**config.mk**
```make
export PLATFORM = sky130hd
export DESIGN_NAME = bsg_vanilla_remote_load_scoreboard_flat
export DESIGN_NICKNAME = d
export VERILOG_FILES = /design/src/rtl/bsg_vanilla_remote_load_scoreboard_if.sv /design/src/rtl/bsg_vanilla_remote_load_scoreboard.sv /design/src/flat_wrapper.sv
export SDC_FILE = /design/constraint.sdc
export NUM_CORES = 1
export LEC_CHECK = 0
export ABC_CLOCK_PERIOD_IN_PS = 4490
export CORE_MARGIN = 3
export CORE_UTILIZATION = 45
export DETAILED_ROUTE_END_ITERATION = 12
export GPL_TIMING_DRIVEN = 0
export SYNTH_ARGS = -nofsm -noshare
export SYNTH_HDL_FRONTEND = slang
export SYNTH_SLANG_ARGS = --single-unit
```
**constraint.sdc**
```tcl
create_clock -name clk_i -period 4.49 [get_ports clk_i]
set_input_delay 1.347 -clock clk_i [delete_from_list [all_inputs] [get_ports clk_i]]
set_output_delay 1.347 -clock clk_i [all_outputs]
set_load 0.01 [all_outputs]
```
**src/rtl/bsg_vanilla_remote_load_scoreboard_if.sv**
```systemverilog
// Bundle of the scoreboard's issue (score), writeback (clear) and
// dependency-query signals.
//   master : ID/EXE + response path side, drives score/clear/query requests
//   slave  : the scoreboard, returns ready, dependencies, counts and error
// Signals:
//   score_v_i/score_float_i/score_id_i, score_ready_o  - remote load issue
//   clear_v_i/clear_float_i/clear_id_i                 - response writeback
//   query_float_i/query_id_i, query_dep_o              - dependency queries
//   outstanding_o, empty_o, clear_err_o                - global status
interface bsg_vanilla_remote_load_scoreboard_if #(
  parameter int els_p       = 32,
  parameter int max_out_p   = 16,
  parameter int num_query_p = 4,
  parameter int id_width_p  = $clog2(els_p),
  parameter int out_width_p = $clog2(max_out_p+1)
);
  logic                              score_v_i;
  logic                              score_float_i;
  logic [id_width_p-1:0]             score_id_i;
  logic                              score_ready_o;
  logic                              clear_v_i;
  logic                              clear_float_i;
  logic [id_width_p-1:0]             clear_id_i;
  logic [num_query_p-1:0]            query_float_i;
  logic [num_query_p*id_width_p-1:0] query_id_i;
  logic [num_query_p-1:0]            query_dep_o;
  logic [out_width_p-1:0]            outstanding_o;
  logic                              empty_o;
  logic                              clear_err_o;

  modport master (
    output score_v_i, score_float_i, score_id_i,
           clear_v_i, clear_float_i, clear_id_i,
           query_float_i, query_id_i,
    input  score_ready_o, query_dep_o, outstanding_o, empty_o, clear_err_o
  );

  modport slave (
    input  score_v_i, score_float_i, score_id_i,
           clear_v_i, clear_float_i, clear_id_i,
           query_float_i, query_id_i,
    output score_ready_o, query_dep_o, outstanding_o, empty_o, clear_err_o
  );
endinterface

```
**src/rtl/bsg_vanilla_remote_load_scoreboard.sv**
```systemverilog
// Per-register outstanding remote-load scoreboard for the int (bank 0) and
// FP (bank 1) register files. Each register keeps a saturating count of
// in-flight loads; a global counter caps total in-flight loads; clearing a
// register with no outstanding load raises a sticky error.
// Ports:
//   clk_i      - clock
//   reset_n_i  - asynchronous active-low reset
//   sb         - slave side of the scoreboard interface (score/clear/query)
module bsg_vanilla_remote_load_scoreboard #(
  parameter int els_p         = 32,
  parameter int count_width_p = 2,
  parameter int max_out_p     = 16,
  parameter int id_width_p    = $clog2(els_p),
  parameter int num_query_p   = 4
) (
  input logic clk_i,
  input logic reset_n_i,
  bsg_vanilla_remote_load_scoreboard_if.slave sb
);

  localparam int out_width_lp = $clog2(max_out_p+1);
  localparam logic [count_width_p-1:0] cnt_max_lp  = '1;
  localparam logic [out_width_lp-1:0]  tot_max_lp  = out_width_lp'(max_out_p);
  // Ids are zero-extended by one bit so the range check stays meaningful
  // when els_p is not a power of two.
  localparam logic [id_width_p:0]      els_lp      = (id_width_p+1)'(els_p);

  logic [count_width_p-1:0] cnt_r [2][els_p];
  logic [out_width_lp-1:0]  total_r;
  logic                     err_r;

  logic                     score_in_range, clear_in_range;
  logic                     score_x0, clear_x0;
  logic [count_width_p-1:0] score_cnt, clear_cnt;
  logic                     score_ready;
  logic                     score_inc, clear_do, clear_bad, clear_dec, same_reg;

  assign score_in_range = ({1'b0, sb.score_id_i} < els_lp);
  assign clear_in_range = ({1'b0, sb.clear_id_i} < els_lp);
  assign score_x0       = ~sb.score_float_i & (sb.score_id_i == '0);
  assign clear_x0       = ~sb.clear_float_i & (sb.clear_id_i == '0);
  assign score_cnt      = score_in_range ? cnt_r[sb.score_float_i][sb.score_id_i] : '0;
  assign clear_cnt      = clear_in_range ? cnt_r[sb.clear_float_i][sb.clear_id_i] : '0;

  // Ready depends only on registered state; a same-cycle clear never helps.
  // Int x0 is never counted, so its entry is always 0 and only the cap gates it.
  assign score_ready = score_in_range & (score_cnt != cnt_max_lp) & (total_r != tot_max_lp);

  assign score_inc = sb.score_v_i & score_ready & ~score_x0;
  assign clear_do  = sb.clear_v_i & ~clear_x0;
  assign clear_bad = clear_do & (~clear_in_range | (clear_cnt == '0));
  assign clear_dec = clear_do & ~clear_bad;
  // Increment and decrement of the same entry cancel out.
  assign same_reg  = score_inc & clear_dec
                   & (sb.score_float_i == sb.clear_float_i)
                   & (sb.score_id_i == sb.clear_id_i);

  always_ff @(posedge clk_i or negedge reset_n_i) begin
    if (!reset_n_i) begin
      for (int unsigned b = 0; b < 2; b++)
        for (int unsigned i = 0; i < els_p; i++)
          cnt_r[b][i] <= '0;
      total_r <= '0;
      err_r   <= 1'b0;
    end else begin
      if (score_inc && !same_reg)
        cnt_r[sb.score_float_i][sb.score_id_i] <= score_cnt + 1'b1;
      if (clear_dec && !same_reg)
        cnt_r[sb.clear_float_i][sb.clear_id_i] <= clear_cnt - 1'b1;
      total_r <= total_r + out_width_lp'(score_inc) - out_width_lp'(clear_dec);
      if (clear_bad)
        err_r <= 1'b1;
    end
  end

  always_comb begin
    sb.query_dep_o = '0;
    for (int unsigned k = 0; k < num_query_p; k++) begin
      logic [id_width_p-1:0] qid;
      logic                  qf;
      qid = sb.query_id_i[k*id_width_p +: id_width_p];
      qf  = sb.query_float_i[k];
      if (({1'b0, qid} < els_lp) && !(!qf && qid == '0))
        sb.query_dep_o[k] = (cnt_r[qf][qid] != '0);
    end
  end

  assign sb.score_ready_o = score_ready;
  assign sb.outstanding_o = total_r;
  assign sb.empty_o       = (total_r == '0);
  assign sb.clear_err_o   = err_r;

endmodule

```
**src/flat_wrapper.sv**
```systemverilog
// flat-port wrapper written by rule: the top's interface ports become plain ports
module bsg_vanilla_remote_load_scoreboard_flat 
#(
  parameter int els_p         = 32,
  parameter int count_width_p = 2,
  parameter int max_out_p     = 16,
  parameter int id_width_p    = $clog2(els_p),
  parameter int num_query_p   = 4
)
  (clk_i, reset_n_i, sb_score_v_i, sb_score_float_i, sb_score_id_i, sb_clear_v_i, sb_clear_float_i, sb_clear_id_i, sb_query_float_i, sb_query_id_i, sb_score_ready_o, sb_query_dep_o, sb_outstanding_o, sb_empty_o, sb_clear_err_o);
  bsg_vanilla_remote_load_scoreboard_if #(.els_p(els_p), .max_out_p(max_out_p), .num_query_p(num_query_p), .id_width_p(id_width_p)) sb_i ();
  input logic clk_i;
  input logic reset_n_i;
  input wire logic [$bits(sb_i.score_v_i)-1:0] sb_score_v_i;
  input wire logic [$bits(sb_i.score_float_i)-1:0] sb_score_float_i;
  input wire logic [$bits(sb_i.score_id_i)-1:0] sb_score_id_i;
  input wire logic [$bits(sb_i.clear_v_i)-1:0] sb_clear_v_i;
  input wire logic [$bits(sb_i.clear_float_i)-1:0] sb_clear_float_i;
  input wire logic [$bits(sb_i.clear_id_i)-1:0] sb_clear_id_i;
  input wire logic [$bits(sb_i.query_float_i)-1:0] sb_query_float_i;
  input wire logic [$bits(sb_i.query_id_i)-1:0] sb_query_id_i;
  output wire logic [$bits(sb_i.score_ready_o)-1:0] sb_score_ready_o;
  output wire logic [$bits(sb_i.query_dep_o)-1:0] sb_query_dep_o;
  output wire logic [$bits(sb_i.outstanding_o)-1:0] sb_outstanding_o;
  output wire logic [$bits(sb_i.empty_o)-1:0] sb_empty_o;
  output wire logic [$bits(sb_i.clear_err_o)-1:0] sb_clear_err_o;
  assign sb_i.score_v_i = sb_score_v_i;
  assign sb_i.score_float_i = sb_score_float_i;
  assign sb_i.score_id_i = sb_score_id_i;
  assign sb_i.clear_v_i = sb_clear_v_i;
  assign sb_i.clear_float_i = sb_clear_float_i;
  assign sb_i.clear_id_i = sb_clear_id_i;
  assign sb_i.query_float_i = sb_query_float_i;
  assign sb_i.query_id_i = sb_query_id_i;
  assign sb_score_ready_o = sb_i.score_ready_o;
  assign sb_query_dep_o = sb_i.query_dep_o;
  assign sb_outstanding_o = sb_i.outstanding_o;
  assign sb_empty_o = sb_i.empty_o;
  assign sb_clear_err_o = sb_i.clear_err_o;
  bsg_vanilla_remote_load_scoreboard #(.els_p(els_p), .count_width_p(count_width_p), .max_out_p(max_out_p), .id_width_p(id_width_p), .num_query_p(num_query_p)) u_core (.clk_i(clk_i), .reset_n_i(reset_n_i), .sb(sb_i));
endmodule
```
==> results.txt <==
- Status: finished with violations
* Failing checks: negative setup slack
- For this run, the leading register cell type out of synthesis is sky130_fd_sc_hd__dfrtp_1.
- Buffers inserted during clock tree synthesis total 17.
* Yosys top cell area share: 0.270
* Worst min path class: flop to flop
- Of all cell types, the one taking the most synthesized area is sky130_fd_sc_hd__dfrtp_1.
* Number of diodes: 0
- Counting cells, the worst reg-to-reg path comes to 16.
- Count of fill cells added during filler insertion: 2235
* Timing-limited maximum frequency: roughly 210 MHz
- For this block, the routed nets add up to between 50000 and 60000 µm of wire.
* Worst-path maximum fanout: 10
* Async SR Flop Fraction: 1.00
- Sorting the synthesized cells by how often they occur yields 274 x sky130_fd_sc_hd__mux2i_1, 135 x sky130_fd_sc_hd__nor2_1, 134 x sky130_fd_sc_hd__dfrtp_1.
- Setup slack on the worst flop-to-flop path: between 500 and 600 ps
- The die covers 29600 µm².
- Unrepaired setup endpoints after global routing: yes
* Number of nets in the finished design: ~1400
- Number of setup violations in the final report: 95
- The first global-routing pass estimated between 80000 and 90000 µm of wire.
- The tree built by TritonCTS fans out to around 130 sinks.
- The first TritonRoute pass finished after 6 iterations.
- Dividing the detail-routed wire length by the instance count gives roughly 36 µm.
- In this run the remaining antenna-violating nets after routing total 0.
* Layout-stage area growth over the synthesis result: 31.9%
- Across every metal layer, demand over resource in global routing totals 0.402.
- In this run the core area contains 60 standard-cell rows.
* Horizontal extent of the die: 172 µm
* Hpwl dp: 41700 µm
- The synthesized design contains around 130 register bits.
- Kind of end point of the critical path: output port
- Entering global routing, the biggest net connects 94 pins.
- STA classifies the critical path startpoint as an input port.
* Post-detailed-route via-to-cell ratio: between 7 and 8
* Summed instance area of the synthesized netlist: between 10000 and 15000 µm²
- Worst path required time: roughly 3100 ps
- Routability-driven placement finished with a final weighted congestion of around 1.1.
- During synthesis, Yosys emitted a total of 0 warnings.
* Number of buffers inserted by port buffering: 42
- The H-tree generated during clock tree synthesis spans 4 levels.
- After layout, the design draws a total of roughly 0.008 W.
* Number of top-level pins: 52
* Global-route congestion overflow total: 0
- The initial antenna violation count was 0.
- Across all setup checks in the final design, the least slack found is -366 ps.
* Reg2reg end: u_core.cnt_r[5]
* Count of cell types in the netlist: between 60 and 70
- The clock passes through at most 2 buffers.
* Reg-to-reg critical path startpoint: u_core.cnt_r[52]
* Most frequent cell after synthesis: sky130_fd_sc_hd__mux2i_1
* Register clock-pin slew on the reported worst setup and hold paths: 60 ps
- Cells taking the most area after synthesis: sky130_fd_sc_hd__dfrtp_1 27%, sky130_fd_sc_hd__mux2i_1 22%, sky130_fd_sc_hd__mux4_2 18%, sky130_fd_sc_hd__nor2_1 4.1%, sky130_fd_sc_hd__nor3_1 1.9%
- Number of vias after detailed routing: around 12000
* Clock insertion delay at the later pin of the skew report: about 450 ps
- Core footprint: approximately 27000 µm²
- The setup path with the least slack is of type input port to output port.
* Layer with the highest usage after global routing: met2
- In this run the tightest slew margin relative to its limit is 0.0576.
- For hold timing, the worst endpoint is u_core.sb.clear_err_o.
- Leakage Power: 6.40 nW
* Hold Path Stages: 1
- Power spread over the standard cell area amounts to 475 nW/µm².
- Synthesis produced 1183 cells.
- GRT met3 Usage: 0.109
* Clock tree from TritonCTS: built
- Fraction of met2 tracks used by global routing: 0.599
* Share of cells above drive strength 1: 0.383
* Die extent in y: 172 µm
- A synthesized cell averages ~10 µm².
* Count of final hold-check violations: 0
- The number of global-route vias before repair is 12078.
- WP data arrival: about 3500 ps
* Share of the clock period used by the worst path after layout: 1.08
- For this run, design rule violations remaining after detail routing come to 0.
- For this block, the initial DRC count from the detailed router was ~2100.
- Min Clock Period, post-route: between 4000 and 5000 ps
- The initial utilization of the core area, before any placement, comes to 0.459.
- Number of nets produced by synthesis: 1232
* Master cell of the clock root buffer: sky130_fd_sc_hd__clkbuf_16
- In the global route stage, met1 resource usage came out at 0.527.
- Share of the yosys chip area belonging to registers: 0.270
- The max-slew violation count came to 0.
- Summed over all failing endpoints, the final setup total negative slack is -6660 ps.
* Hold-fix buffers, CTS: 0
- Across the routed clock network, the largest skew measured is around 14 ps.
- Post-synth EDFFs: 0
* Max-Cap Viols: 0
- Slew at the pin with the worst max-slew slack: roughly 1400 ps
- IR analysis of the VDD net gives a maximum drop of 283 µV.
- In this run the most critical hold path is launched from u_core.sb.clear_err_o.
## state kept, by name, indices dropped and copies added, names as in the netlist
signal                   flops
u_core.cnt_r               128
u_core.sb.clear_err_o        1
u_core.sb.outstanding_o      5
## what timing repair did
item | 4_1_cts | 5_1_grt
cloned | 6 | 2
hold endpoints to repair | 0 | 0
resized for setup | 307 | 145
setup buffers | 54 | 26
pin swaps | 28 | 43
endpoints found under the setup margin | 136 | 131
## per-stage QoR
stage	hold WS, ps	setup WS, ps	instances	instance area [µm²]	util
final	467	-366	1677	16400	0.606
after global routing	515	-353	1677	16400	0.606
after CTS	471	-382	1655	15600	0.577
after detailed placement	457	-2360	1567	13500	0.500
after global placement	443	-3600	1566	13500	0.499
after floorplan	463	-63.5	1183	12600	-
## worst max-delay path by stage
stage | startpoint | endpoint | slack, ps | depth (start not counted)
floorplan | sb_clear_id_i[1] | u_core.sb.outstanding_o[4] | -60 | 20
global placement | reset_n_i | u_core.cnt_r[87] | -3600 | 1
detailed placement | sb_score_float_i | sb_score_ready_o | -2360 | 12
CTS | sb_score_id_i[0] | sb_score_ready_o | -380 | 12
global route | sb_score_float_i | sb_score_ready_o | -350 | 11
finish | sb_score_id_i[0] | sb_score_ready_o | -370 | 12
## kinds of logic after synthesis
logic type / Yosys count / synth area share
muxes: 385 / 0.413
and+or+nand+nor: 372 / 0.168
AOI/OAI and AO/OA: 149 / 0.0854
DFF: 134 / 0.270
buffers and inverters: 124 / 0.0465
xor gates and xnor gates: 10 / 0.00706
adders and majority gates: 9 / 0.00968
## worst max-delay path: stages
cell	delay (ps)
sky130_fd_sc_hd__buf_8	90
sky130_fd_sc_hd__buf_12	120
sky130_fd_sc_hd__buf_4	130
sky130_fd_sc_hd__mux4_2	500
sky130_fd_sc_hd__o211ai_1	330
sky130_fd_sc_hd__and4_1	260
sky130_fd_sc_hd__buf_6	120
sky130_fd_sc_hd__clkbuf_16	160
sky130_fd_sc_hd__nand2_2	70
sky130_fd_sc_hd__ha_4	190
sky130_fd_sc_hd__nor2_4	80
sky130_fd_sc_hd__buf_6	100
## cell type report
| class | count | area [µm²] | share of cell area |
|---|---|---|---|
| buffer | 101 | 1050 | 0.0643 |
| clock buffer | 17 | 425 | 0.0260 |
| clock inverter | 15 | 194 | 0.0118 |
| inverter | 16 | 78.8 | 0.00482 |
| multi-input combinational | 925 | 9500 | 0.580 |
| sequential | 134 | 3350 | 0.205 |
| tap | 341 | 427 | 0.0261 |
| timing repair buffer | 128 | 1340 | 0.0820 |
## per-layer routing
layer / routed length [µm] / vias up
met4: 4610 / 2
li1: - / 4856
met3: 7760 / 276
met1: 22000 / 6044
met5: 57 / -
met2: 25500 / 1057
## placed cells by master, fill, tap and decap left out, types with 10 or more instances in the layout
cell type,netlist,routed
sky130_fd_sc_hd__buf_4,10,63
sky130_fd_sc_hd__nand3_4,0,17
sky130_fd_sc_hd__clkdlybuf4s50_1,0,16
sky130_fd_sc_hd__nor3_4,0,27
sky130_fd_sc_hd__a22oi_1,15,15
sky130_fd_sc_hd__o22ai_1,12,10
sky130_fd_sc_hd__buf_2,34,19
sky130_fd_sc_hd__buf_6,4,23
sky130_fd_sc_hd__nand2_1,30,23
sky130_fd_sc_hd__buf_12,0,31
sky130_fd_sc_hd__nand3_1,27,14
sky130_fd_sc_hd__dfrtp_1,134,134
sky130_fd_sc_hd__clkbuf_16,0,23
sky130_fd_sc_hd__nor2_1,135,119
sky130_fd_sc_hd__o21ai_0,16,15
sky130_fd_sc_hd__or2_2,14,14
sky130_fd_sc_hd__nand4_1,11,11
sky130_fd_sc_hd__nand3b_1,11,11
sky130_fd_sc_hd__mux2i_1,274,264
sky130_fd_sc_hd__clkbuf_1,49,13
sky130_fd_sc_hd__mux4_2,101,101
sky130_fd_sc_hd__a21oi_1,34,29
sky130_fd_sc_hd__nor3_2,22,14
sky130_fd_sc_hd__nor3_1,48,29
sky130_fd_sc_hd__mux2_2,10,10
sky130_fd_sc_hd__clkbuf_2,1,15
sky130_fd_sc_hd__a211oi_1,19,16
## report_power, final
group          internal, W  leakage [nW]  switching, W
Combinational      0.00172          4.38       0.00220
Sequential         0.00161          1.73      0.000722
Clock             0.000889         0.298      0.000643
No activity file was read; power rests on OpenSTA's default activity.
